===== config.mk =====
export PLATFORM = sky130hd
export DESIGN_NAME = fetch_unit
export DESIGN_NICKNAME = d
export VERILOG_FILES = /design/src/rtl/venus_pkg.sv /design/src/rtl/fetch_queue.sv /design/src/rtl/fetch_unit.sv
export SDC_FILE = /design/constraint.sdc
export NUM_CORES = 1
export LEC_CHECK = 0
export ABC_AREA = 0
export BUFFER_PORTS_ARGS = -buffer_cell sky130_fd_sc_hd__buf_2
export CAP_MARGIN = 20
export CORE_MARGIN = 2
export CORE_UTILIZATION = 40
export CTS_CLUSTER_SIZE = 25
export DETAILED_ROUTE_END_ITERATION = 12
export PLACE_DENSITY = 0.58
export SYNTH_ARGS = -nofsm -noshare
export SYNTH_HDL_FRONTEND = slang
export SYNTH_SLANG_ARGS = --single-unit

===== constraint.sdc =====
create_clock -name clk_i -period 5.9 [get_ports clk_i]
set_input_delay 1.475 -clock clk_i [delete_from_list [all_inputs] [get_ports clk_i]]
set_output_delay 1.475 -clock clk_i [all_outputs]
set_load 0.05 [all_outputs]

===== src/rtl/venus_pkg.sv =====
// Shared definitions for the venus front end.
// Holds the datapath widths, the fetch queue depth and the fetch queue entry type
// used by fetch_unit and fetch_queue.
package venus_pkg;

  localparam int unsigned PC_W        = 16;
  localparam int unsigned INST_W      = 32;
  localparam int unsigned FETCH_DEPTH = 2;
  localparam int unsigned ENTRY_W     = PC_W + INST_W;

  typedef struct packed {
    logic [PC_W-1:0]   pc;
    logic [INST_W-1:0] inst;
  } fetch_entry_t;

endpackage


===== src/rtl/fetch_queue.sv =====
// Two-entry synchronous FIFO of fetched {pc, inst} entries, head exposed combinationally.
// Ports:
//   clk_i, rst_i   clock, synchronous active-high reset (clears storage and count)
//   flush_i        empties the queue; overrides push and pop in the same cycle
//   push_i         write push_data_i at the tail (caller guarantees room)
//   push_data_i    entry to write, packed fetch_entry_t
//   pop_i          remove the head; ignored while empty
//   valid_o        head entry present
//   head_o         head entry, packed fetch_entry_t
//   count_o        number of stored entries (0..2)
module fetch_queue
  import venus_pkg::*;
(
  input  logic               clk_i,
  input  logic               rst_i,
  input  logic               flush_i,
  input  logic               push_i,
  input  logic [ENTRY_W-1:0] push_data_i,
  input  logic               pop_i,
  output logic               valid_o,
  output logic [ENTRY_W-1:0] head_o,
  output logic [1:0]         count_o
);

  fetch_entry_t ent_q [FETCH_DEPTH];
  fetch_entry_t ent_d [FETCH_DEPTH];
  logic [1:0]   count_q, count_d;
  fetch_entry_t push_entry;
  logic         pop;

  assign push_entry = fetch_entry_t'(push_data_i);
  assign pop        = pop_i && (count_q != 2'd0);

  // Entry 0 is always the head; a pop shifts entry 1 down.
  always_comb begin
    ent_d   = ent_q;
    count_d = count_q;
    if (flush_i) begin
      count_d = 2'd0;
    end else begin
      unique case ({push_i, pop})
        2'b11: begin
          if (count_q == 2'd2) begin
            ent_d[0] = ent_q[1];
            ent_d[1] = push_entry;
          end else begin
            ent_d[0] = push_entry;
          end
        end
        2'b01: begin
          ent_d[0] = ent_q[1];
          count_d  = count_q - 2'd1;
        end
        2'b10: begin
          ent_d[count_q[0]] = push_entry;
          count_d           = count_q + 2'd1;
        end
        default: ;
      endcase
    end
  end

  always_ff @(posedge clk_i) begin
    if (rst_i) begin
      ent_q[0] <= '0;
      ent_q[1] <= '0;
      count_q  <= 2'd0;
    end else begin
      ent_q    <= ent_d;
      count_q  <= count_d;
    end
  end

  assign valid_o = (count_q != 2'd0);
  assign head_o  = ent_q[0];
  assign count_o = count_q;

endmodule


===== src/rtl/fetch_unit.sv =====
// Instruction fetch stage: owns the PC, issues word reads to instruction memory and
// buffers returned words in a 2-entry queue toward decode. A redirect reloads the PC
// and discards everything fetched down the old path.
// Ports:
//   clk_i, rst_i       clock, synchronous active-high reset
//   redirect_i         qualified taken branch from execute
//   redirect_addr_i    branch destination, only [15:0] used
//   imem_req_o         read request; imem_addr_o is its word address
//   imem_ready_i       memory accepts the request this cycle
//   imem_rvalid_i      read data valid (in issue order); imem_rdata_i instruction word
//   inst_valid_o       queue head valid; inst_o / inst_pc_o head instruction and its PC
//   inst_ready_i       decode consumes the head
module fetch_unit
  import venus_pkg::*;
#(
  parameter logic [15:0] RESET_PC = 16'h0000
) (
  input  logic              clk_i,
  input  logic              rst_i,
  input  logic              redirect_i,
  input  logic [31:0]       redirect_addr_i,
  output logic              imem_req_o,
  output logic [PC_W-1:0]   imem_addr_o,
  input  logic              imem_ready_i,
  input  logic              imem_rvalid_i,
  input  logic [INST_W-1:0] imem_rdata_i,
  output logic              inst_valid_o,
  output logic [INST_W-1:0] inst_o,
  output logic [PC_W-1:0]   inst_pc_o,
  input  logic              inst_ready_i
);

  logic [PC_W-1:0]    pc_q, pc_d;
  logic [1:0]         pending_q, pending_d;
  logic [1:0]         kill_q, kill_d;
  // PCs of live (not killed) in-flight requests, oldest in slot 0.
  logic [PC_W-1:0]    shadow_q [FETCH_DEPTH];
  logic [PC_W-1:0]    shadow_d [FETCH_DEPTH];

  logic [1:0]         q_count;
  logic [ENTRY_W-1:0] q_head;
  logic [1:0]         live;
  logic               live_idx;
  logic               issued;
  logic               rsp, rsp_live, rsp_drop;
  logic [15:0]        unused_addr_hi;

  assign unused_addr_hi = redirect_addr_i[31:16];

  // Credit check uses registered counts only, so decode's ready never reaches the request.
  assign imem_req_o  = !rst_i && !redirect_i &&
                       ((3'(pending_q) + 3'(q_count)) < 3'(FETCH_DEPTH));
  assign imem_addr_o = pc_q;
  assign issued      = imem_req_o && imem_ready_i;

  // A stray response with nothing outstanding is not tracked.
  assign rsp      = imem_rvalid_i && (pending_q != 2'd0);
  assign rsp_drop = rsp && (kill_q != 2'd0);
  assign rsp_live = rsp && (kill_q == 2'd0);

  assign live     = pending_q - kill_q;
  // Issue only happens with at most one live request left, so one bit indexes the slot.
  assign live_idx = 1'(live - {1'b0, rsp_live});

  always_comb begin
    pc_d      = pc_q;
    pending_d = pending_q;
    kill_d    = kill_q;
    shadow_d  = shadow_q;
    if (redirect_i) begin
      // Everything still outstanding belongs to the old path.
      pc_d      = redirect_addr_i[PC_W-1:0];
      pending_d = pending_q - {1'b0, rsp};
      kill_d    = pending_q - {1'b0, rsp};
    end else begin
      if (issued) begin
        pc_d = pc_q + PC_W'(1);
      end
      pending_d = pending_q + {1'b0, issued} - {1'b0, rsp};
      if (rsp_drop) begin
        kill_d = kill_q - 2'd1;
      end
      if (rsp_live) begin
        shadow_d[0] = shadow_q[1];
      end
      if (issued) begin
        shadow_d[live_idx] = pc_q;
      end
    end
  end

  always_ff @(posedge clk_i) begin
    if (rst_i) begin
      pc_q        <= RESET_PC;
      pending_q   <= 2'd0;
      kill_q      <= 2'd0;
      shadow_q[0] <= '0;
      shadow_q[1] <= '0;
    end else begin
      pc_q        <= pc_d;
      pending_q   <= pending_d;
      kill_q      <= kill_d;
      shadow_q    <= shadow_d;
    end
  end

  fetch_queue u_queue (
    .clk_i       (clk_i),
    .rst_i       (rst_i),
    .flush_i     (redirect_i),
    .push_i      (rsp_live && !redirect_i),
    .push_data_i ({shadow_q[0], imem_rdata_i}),
    .pop_i       (inst_ready_i && !redirect_i),
    .valid_o     (inst_valid_o),
    .head_o      (q_head),
    .count_o     (q_count)
  );

  assign inst_pc_o = q_head[ENTRY_W-1:INST_W];
  assign inst_o    = q_head[INST_W-1:0];

endmodule

==> results of run 1 <==
-- synth_stat cells, types with 4 or more instances --
library cell  number  area share [%]
o21ai_0           57             3.7
o221ai_2          10             1.9
o211ai_1          16             1.5
nand4_1           15             1.2
nand2b_1          12            0.97
buf_4             48             4.6
nand3_1            7            0.45
nor2_1            10            0.48
a22oi_1            9            0.87
inv_1             26             1.3
a21boi_0          35             3.4
a21oi_1          108             7.0
ha_1               9             1.5
o211a_1           33             4.3
and3_1             8            0.65
buf_1             10            0.48
clkbuf_1          66             3.2
buf_2              4            0.26
nand2_1          177             8.6
nor3_1            15            0.97
mux2i_1           23             3.0
xnor2_1            6            0.68
a221oi_1          15             1.7
a211o_1           15             1.7
o31a_1             4            0.45
o311ai_0          17             1.9
a31oi_1            5            0.40
dfxtp_1          150              39
-- power by group through the flow --
stage          sequential [mW]  clock [mW]  combinational, mW
3_5_place_dp              1.10           0              0.364
2_1_floorplan             1.11           0              0.258
6_report                  1.08       0.963              0.366
5_1_grt                   1.08        1.03              0.401
3_3_place_gp              1.10           0              0.361
4_1_cts                   1.08       0.985              0.365
-- kinds of logic (layout without fill, tap and decap cells) --
group,after synthesis,after routing
simple gates,265,265
buf+inv,157,190
compound gates,337,337
fa+ha+maj,10,10
mux,24,24
flops,150,150
xor+xnor,7,7
-- per-stage QoR --
stage | total power [mW] | hold slack, ns | area (µm²) | utilization, %
3_3_place_gp | 1.46 | 0.438 | 8140 | 43.1
5_1_grt | 2.51 | 0.464 | 8660 | 45.8
4_1_cts | 2.43 | 0.451 | 8650 | 45.8
3_5_place_dp | 1.46 | 0.443 | 8140 | 43.1
6_report | 2.40 | 0.448 | 8660 | 45.8
2_1_floorplan | 1.37 | 0.432 | 7760 | -
-- registers in the layout (all words and copies together) (netlist names) --
register / cells
u_queue.ent_q: 48
u_queue.head_o: 48
shadow_q: 32
imem_addr_o: 16
kill_q: 2
pending_q: 2
u_queue.count_o: 2
-- layout by cell type, fill, tap and decap left out, types with 15 or more instances in the layout --
| master | netlist | routed |
|---|---|---|
| nand4_1 | 15 | 15 |
| o211a_1 | 33 | 33 |
| a21boi_0 | 35 | 35 |
| clkbuf_16 | 0 | 17 |
| mux2i_1 | 23 | 23 |
| buf_2 | 4 | 118 |
| o21ai_0 | 57 | 56 |
| o211ai_1 | 16 | 16 |
| o311ai_0 | 17 | 17 |
| a21oi_1 | 108 | 107 |
| a221oi_1 | 15 | 15 |
| a211o_1 | 15 | 15 |
| nand2_1 | 177 | 177 |
| inv_1 | 26 | 26 |
| dfxtp_1 | 150 | 150 |
-- cell type report --
class                           count  area (µm²)  share of cell area, %
Multi-Input combinational cell    643        4020                   46.4
Clock inverter                      4        22.5                  0.260
Inverter                           28         105                   1.21
Sequential cell                   150        3000                   34.7
Tap cell                          260         325                   3.76
Clock buffer                       26         489                   5.65
Timing Repair Buffer              132         696                   8.04
-- worst register-to-register path: stages (launching register included) --
cell and delay [ns]:
dfxtp_1 0.57, and2_1 0.21, fa_1 0.42, or4_4 0.55, nor2_4 0.49, inv_2 0.35, nor3_4 0.88, mux2i_1 0.28
-- how the worst min path moves through the flow --
stage | start | end | slack (ns) | cells after the start
floorplan | u_queue.ent_q[0] | u_queue.ent_q[0] | 0.43 | 2
global placement | u_queue.ent_q[35] | u_queue.ent_q[35] | 0.44 | 2
detailed placement | u_queue.ent_q[45] | u_queue.ent_q[45] | 0.44 | 2
CTS | u_queue.head_o[31] | u_queue.head_o[31] | 0.45 | 2
global route | u_queue.ent_q[1] | u_queue.ent_q[1] | 0.46 | 2
finish | u_queue.ent_q[43] | u_queue.ent_q[43] | 0.45 | 2
-- metal layers --
layer	wire length (µm)	part of all wire (%)
met2	8690	44
met1	9930	50
met5	0	0
met4	243	1.2
met3	895	4.5
==> results.json, run 1 <==
{
  "grt_pass1_vias": 6196,
  "cts_buffers": 17,
  "p_sw_share_pct": 28.3,
  "via_per_inst": 5.43,
  "grt_usage_pct": 19.2,
  "path_delay_family": "simple AND/OR/NAND/NOR gates",
  "internal_power_mw": 1.72,
  "wl_per_cell_um": 15.9,
  "fin_skew_ns": 0.0114,
  "hold_path_class": "register to register",
  "drcViolationCount": 0,
  "worst_pin_slew_ns": 1.12,
  "layout.cells.non_filler": 1243,
  "post_cts_buffers": 0,
  "clock_latency_ns": 0.43,
  "die_h_um": 143,
  "hold_buffers": 0,
  "cts_tree": "built",
  "cts_root_buf": "clkbuf_16",
  "slew_headroom_pct": 24.6,
  "synth-simple-area-share_pct": 15.5,
  "power_density_nw_per_um2": 278,
  "drive_above_1_share_pct": 18.4,
  "crit_buf_inv": 3,
  "clock_sinks": 150,
  "port_buffers": 119,
  "rsz0062_at_grt": "no",
  "drv_cap": 0,
  "setup.worst_path.start": "redirect_i",
  "pwr-share-seq_pct": 44.7,
  "cts-resized-gates": 0,
  "final_nets": 1052,
  "synth_mux_area_share_pct": 3.11,
  "antenna_found_initial": 0,
  "r2r-end": "shadow_q[19]",
  "setup_viol": 0,
  "dieArea_um2": 20500,
  "max_stage_delay_ns": 0.59,
  "routed_wl_um": 19800,
  "synthAdderAreaFrac_pct": 1.71,
  "worstPathCellList": "buf_2 -> or4_4 -> inv_2 -> buf_2",
  "ir_worst_vdd_uv": 207,
  "layout_min_cycle_time_ns": 4.04,
  "synth_flop_cell": "dfxtp_1",
  "cpMaxStageDelayCell": "or4_4",
  "synth_compound_area_share_pct": 30.1,
  "yosys_warnings": 0,
  "r2r_start": "u_queue.count_o[0]",
  "place_congestion": 0.793,
  "start_kind": "input port",
  "r2r_slack_ns": 2.09,
  "power_switching_mw": 0.681,
  "drv_slew": 0,
  "cp_common_cell": "buf_2",
  "dieWidth_um": 143,
  "ctsHtreeMaxLevel": 4,
  "crit_end": "imem_req_o",
  "fmax_ghz": 0.247,
  "cp.depth": 4,
  "core_area_um2": 18900,
  "min_period_over_period_pct": 68.6,
  "overflow": 0,
  "drt_iter0_drc": 466,
  "rows": 50,
  "status": "complete, no violations",
  "async_reset_ff_share_pct": 0,
  "synth_top_family_by_area": "compound AO/OA/AOI/OAI gates",
  "avgSynthCellArea_um2": 8.17,
  "syn_nets": 1030,
  "first_pass_iters": 5,
  "r2r_cells": 7,
  "initial_utilization_pct": 41.1,
  "grt_max_degree": 75,
  "ys_seq_area_share_pct": 38.7,
  "met1_usage_pct": 27.4,
  "cp-end-kind": "output port",
  "required_ns": 4.43,
  "synth-xor-area-share_pct": 0.790,
  "grt_pass1_wl_um": 31800,
  "critPathKind": "input port to output port",
  "clockBufferDepth": 2,
  "grt_busiest_layer": "met2",
  "routed-via-count": 6745,
  "ys_ff_latch": 150,
  "n_antenna_cell": 0,
  "hold_viol": 0,
  "combPwrFrac_pct": 15.2,
  "clk_pin_slew_ns": 0.05,
  "grt_use_met3_pct": 3.25,
  "syn_area_um2": 7760,
  "p_leak_nw": 3.31,
  "pre_cts_slack_ns": 1.58,
  "crit_fanout": 6,
  "fillCellCount": 1961,
  "layout_setup_ws_ns": 1.86,
  "finalSetupTns_ns": 0,
  "syn_inst": 950,
  "dp_cells": 1212,
  "p_clk_share_pct": 40.1,
  "synth_edf_count": 0,
  "arrival_ns": 2.57,
  "dp_hpwl_um": 12200,
  "io-pin-count": 136,
  "synth.distinct_cells": 56,
  "ant_nets": 0,
  "met2_usage_pct": 29.6,
  "synthToLayoutAreaGrowth_pct": 11.6
}
(Power assumes the default switching activity.)
==> inputs of run 2 (changes only) <==
==> constraint.sdc (replaced) <==
create_clock -name clk_i -period 4.05 [get_ports clk_i]
set_input_delay 1.0125 -clock clk_i [delete_from_list [all_inputs] [get_ports clk_i]]
set_output_delay 1.0125 -clock clk_i [all_outputs]
set_load 0.05 [all_outputs]
==> results.json, run 2 (synthesized netlist as in run 1, its figures left out) <==
{
  "dp_hpwl_um": 12400,
  "crit_fanout": 10,
  "setup_viol": 0,
  "drcViolationCount": 0,
  "wl_per_cell_um": 15.6,
  "port_buffers": 119,
  "first_pass_iters": 7,
  "worstPathCellList": "and2_1 -> fa_1 -> or4_4 -> inv_2 -> buf_2",
  "drive_above_1_share_pct": 19.8,
  "dieWidth_um": 143,
  "fmax_ghz": 0.280,
  "rsz0062_at_grt": "no",
  "drv_slew": 0,
  "power_switching_mw": 1.04,
  "post-route-util_pct": 46.5,
  "hold_viol": 0,
  "fin_skew_ns": 0.00660,
  "cp-end-kind": "output port",
  "hold_buffers": 0,
  "arrival_ns": 2.56,
  "antenna_found_initial": 0,
  "core_area_um2": 18900,
  "clockBufferDepth": 2,
  "ir_worst_vdd_uv": 306,
  "synthToLayoutAreaGrowth_pct": 13.1,
  "grt_pass1_vias": 5956,
  "place_area_um2": 8220,
  "clock_sinks": 150,
  "rows": 50,
  "n_antenna_cell": 0,
  "mostFrequentLayoutCells": "nand2_1, dfxtp_1, buf_2",
  "met2_usage_pct": 28.0,
  "grt_usage_pct": 19.0,
  "die_h_um": 143,
  "pwr-share-seq_pct": 43.6,
  "grt_busiest_layer": "met1",
  "place_congestion": 0.799,
  "worst_pin_slew_ns": 1.06,
  "min_period_over_period_pct": 88.3,
  "grt_pass1_wl_um": 31600,
  "slew_headroom_pct": 28.8,
  "final_nets": 1061,
  "clk_pin_slew_ns": 0.06,
  "drt_iter0_drc": 477,
  "initial_utilization_pct": 41.1,
  "crit_buf_inv": 2,
  "final_area_um2": 8780,
  "cpMaxStageDelayCell": "dfxtp_1",
  "path_delay_family": "simple AND/OR/NAND/NOR gates",
  "ant_nets": 0,
  "cts-resized-gates": 0,
  "routed_wl_um": 19600,
  "post_cts_buffers": 0,
  "ctsHtreeMaxLevel": 4,
  "routed-via-count": 6770,
  "power_mw": 3.60,
  "max_stage_delay_ns": 0.58,
  "overflow": 0,
  "hold_path_class": "register to register",
  "dieArea_um2": 20500,
  "cts_root_buf": "clkbuf_16",
  "grt_use_met3_pct": 3.62,
  "finalSetupTns_ns": 0,
  "p_leak_nw": 3.38,
  "cts_tree": "built",
  "drv_cap": 0,
  "status": "complete, no violations",
  "via_per_inst": 5.40,
  "io-pin-count": 136,
  "p_sw_share_pct": 29.0,
  "clock_latency_ns": 0.42,
  "layout_min_cycle_time_ns": 3.58,
  "grt_max_degree": 71,
  "start_kind": "register",
  "power_density_nw_per_um2": 410,
  "critPathKind": "register to output port",
  "internal_power_mw": 2.55,
  "final_common_cell": "nand2_1",
  "cts_buffers": 17,
  "met1_usage_pct": 28.2,
  "required_ns": 3.04,
  "p_clk_share_pct": 41.4,
  "combPwrFrac_pct": 15.0
}
## run 2: metrics by stage
stage	hold WS, ns	std cells	setup WS [ns]
2_1_floorplan	0.432	950	0.818
3_3_place_gp	0.438	1222	0.801
3_5_place_dp	0.443	1222	0.733
4_1_cts	0.451	1254	0.442
5_1_grt	0.467	1254	0.361
6_report	0.449	1254	0.473
## run 2: power by group through the flow
stage,combinational (mW),sequential (mW),clock (mW)
floorplan,0.376,1.62,0
global placement,0.536,1.60,0
detailed placement,0.540,1.60,0
CTS,0.541,1.57,1.52
global route,0.592,1.57,1.58
finish,0.538,1.57,1.49
## run 2: worst reg2reg max path: stages, from the launching register on
cell and delay [ns]:
dfxtp_1 0.58, and2_1 0.21, fa_1 0.42, or4_4 0.55
nor2_4 0.12, inv_2 0.18, ha_1 0.34, inv_1 0.04
ha_1 0.17, xnor2_1 0.11, o21ai_0 0.18, xnor2_1 0.14
nor2_1 0.05
## run 2: per-layer routing
metal,routed length (µm),vias up
met5,0,-
li1,-,3432
met4,211,0
met1,10000,3174
met2,8650,151
met3,752,13
## run 2: final cells by class
| class | instances | area [µm²] |
|---|---|---|
| sequential | 150 | 3000 |
| clock inverter | 13 | 109 |
| clock buffer | 19 | 443 |
| multi-input combinational | 643 | 4020 |
| fill | 1950 | 10100 |
| timing repair buffer | 141 | 776 |
| inverter | 28 | 105 |
| tap | 260 | 325 |
## run 2: path summary, 6_finish.rpt
kind | end | slack (ns) | depth (start not counted) | from
worst max-delay path | imem_req_o | 0.47 | 5 | u_queue.count_o[0]
worst min-delay path | u_queue.ent_q[32] | 0.45 | 2 | u_queue.ent_q[32]
worst max register to register | pending_q[1] | 0.83 | 12 | u_queue.count_o[0]
worst min register to register | u_queue.ent_q[32] | 0.45 | 2 | u_queue.ent_q[32]
==> inputs of run 3 (changes only) <==
--- a/config.mk
+++ b/config.mk
@@ -13,6 +13,7 @@
 export CTS_CLUSTER_SIZE = 25
 export DETAILED_ROUTE_END_ITERATION = 12
 export PLACE_DENSITY = 0.58
+export RECOVER_POWER = 25
 export SYNTH_ARGS = -nofsm -noshare
 export SYNTH_HDL_FRONTEND = slang
 export SYNTH_SLANG_ARGS = --single-unit
==> results.json, run 3 (synthesized netlist as in run 1, its figures left out) <==
{
  "status": "complete, no violations",
  "ir_worst_vdd_uv": 306,
  "min_period_over_period_pct": 88.6,
  "mostFrequentLayoutCells": "nand2_1, dfxtp_1, a21oi_1",
  "drive_above_1_share_pct": 14.5,
  "rsz0062_at_grt": "no",
  "worst_pin_slew_ns": 1.06,
  "hold_path_depth": 2,
  "n_antenna_cell": 0,
  "cts-resized-gates": 0,
  "power_density_nw_per_um2": 412,
  "wl_per_cell_um": 15.7,
  "via_per_inst": 5.41,
  "antenna_found_initial": 0,
  "dp_hpwl_um": 12400,
  "core_area_um2": 18900,
  "cts_root_buf": "clkbuf_16",
  "drcViolationCount": 0,
  "clk_pin_slew_ns": 0.06,
  "crit_fanout": 10,
  "first_pass_iters": 5,
  "final_area_um2": 8710,
  "rows": 50,
  "overflow": 0,
  "clock_sinks": 150,
  "dieArea_um2": 20500,
  "initial_utilization_pct": 41.1,
  "arrival_ns": 2.58,
  "drv_slew": 0,
  "required_ns": 3.04,
  "setup_viol": 0,
  "synthToLayoutAreaGrowth_pct": 12.3,
  "cts_buffers": 17,
  "drt_iter0_drc": 497,
  "finalSetupTns_ns": 0,
  "fillCellCount": 1961,
  "io-pin-count": 136,
  "slew_headroom_pct": 28.9,
  "routed-via-count": 6787,
  "hold_viol": 0,
  "drv_cap": 0,
  "ctsHtreeMaxLevel": 4,
  "cts_tree": "built",
  "ant_nets": 0,
  "start_kind": "register",
  "post_cts_buffers": 0,
  "grt_pass1_wl_um": 31600,
  "grt_max_degree": 71,
  "clock_latency_ns": 0.42,
  "clockBufferDepth": 2,
  "fmax_ghz": 0.279,
  "critPathKind": "register to output port",
  "dieWidth_um": 143,
  "r2r_cells": 12,
  "die_h_um": 143,
  "cp-end-kind": "output port",
  "fin_skew_ns": 0.00745,
  "place_area_um2": 8220,
  "grt_usage_pct": 19.0,
  "p_leak_nw": 3.15,
  "final_nets": 1061,
  "port_buffers": 119,
  "grt_pass1_vias": 5956,
  "hold_buffers": 0,
  "place_congestion": 0.799,
  "hold_path_class": "register to register",
  "routed_wl_um": 19700,
  "final_common_cell": "nand2_1",
  "layout_min_cycle_time_ns": 3.59
}
## run 3: cell count changes in the layout (fill, tap and decap cells not counted)
cell	previous run	this run
buf_2	118	65
clkbuf_1	1	54
## run 3: critical path: stages, from the launching register on
cell     delay, ns
dfxtp_1       0.59
and2_1        0.21
fa_1          0.42
or4_4         0.55
inv_2         0.12
buf_2         0.27
## run 3: per-layer routing
layer / part of all wire (%) / routed length [µm] / global-route usage (%)
met1: 51 / 10100 / 28.2
met4: 1.1 / 210 / 5.42
met5: 0 / 0 / 0
met3: 4.0 / 790 / 3.62
met2: 44 / 8640 / 28.0
## run 3: path summary, 6_finish.rpt
check | startpoint | end | slack [ns]
setup / recovery | u_queue.count_o[0] | imem_req_o | 0.46
setup reg to reg | u_queue.count_o[0] | pending_q[1] | 0.82
hold reg to reg | u_queue.ent_q[3] | u_queue.ent_q[3] | 0.45
hold / removal | u_queue.ent_q[3] | u_queue.ent_q[3] | 0.45
## run 3: cell type report
cell class | instances | area (µm²) | share of cell area [%]
flip-flops and latches | 150 | 3000 | 34.5
clock buffers | 19 | 443 | 5.09
well taps | 260 | 325 | 3.74
multi-input cells | 643 | 4020 | 46.1
repair buffers | 141 | 709 | 8.15
inverters | 28 | 105 | 1.21
clock inverters | 13 | 109 | 1.25
## run 3: per-stage QoR
step / total power [mW] / std cells / setup WS, ns / hold slack, ns / utilization, %
5_1_grt: 3.75 / 1254 / 0.361 / 0.467 / 46.1
2_1_floorplan: 1.99 / 950 / 0.818 / 0.432 / -
3_5_place_dp: 2.14 / 1222 / 0.733 / 0.443 / 43.5
3_3_place_gp: 2.14 / 1222 / 0.801 / 0.438 / 43.5
6_report: 3.59 / 1254 / 0.462 / 0.449 / 46.1
4_1_cts: 3.63 / 1254 / 0.442 / 0.451 / 46.5
## run 3: where the power goes
part | internal (mW) | switching (mW) | total (mW)
Sequential | 1.52 | 0.0497 | 1.57
Clock | 0.856 | 0.629 | 1.49
Combinational | 0.173 | 0.362 | 0.535
Total | 2.55 | 1.04 | 3.59
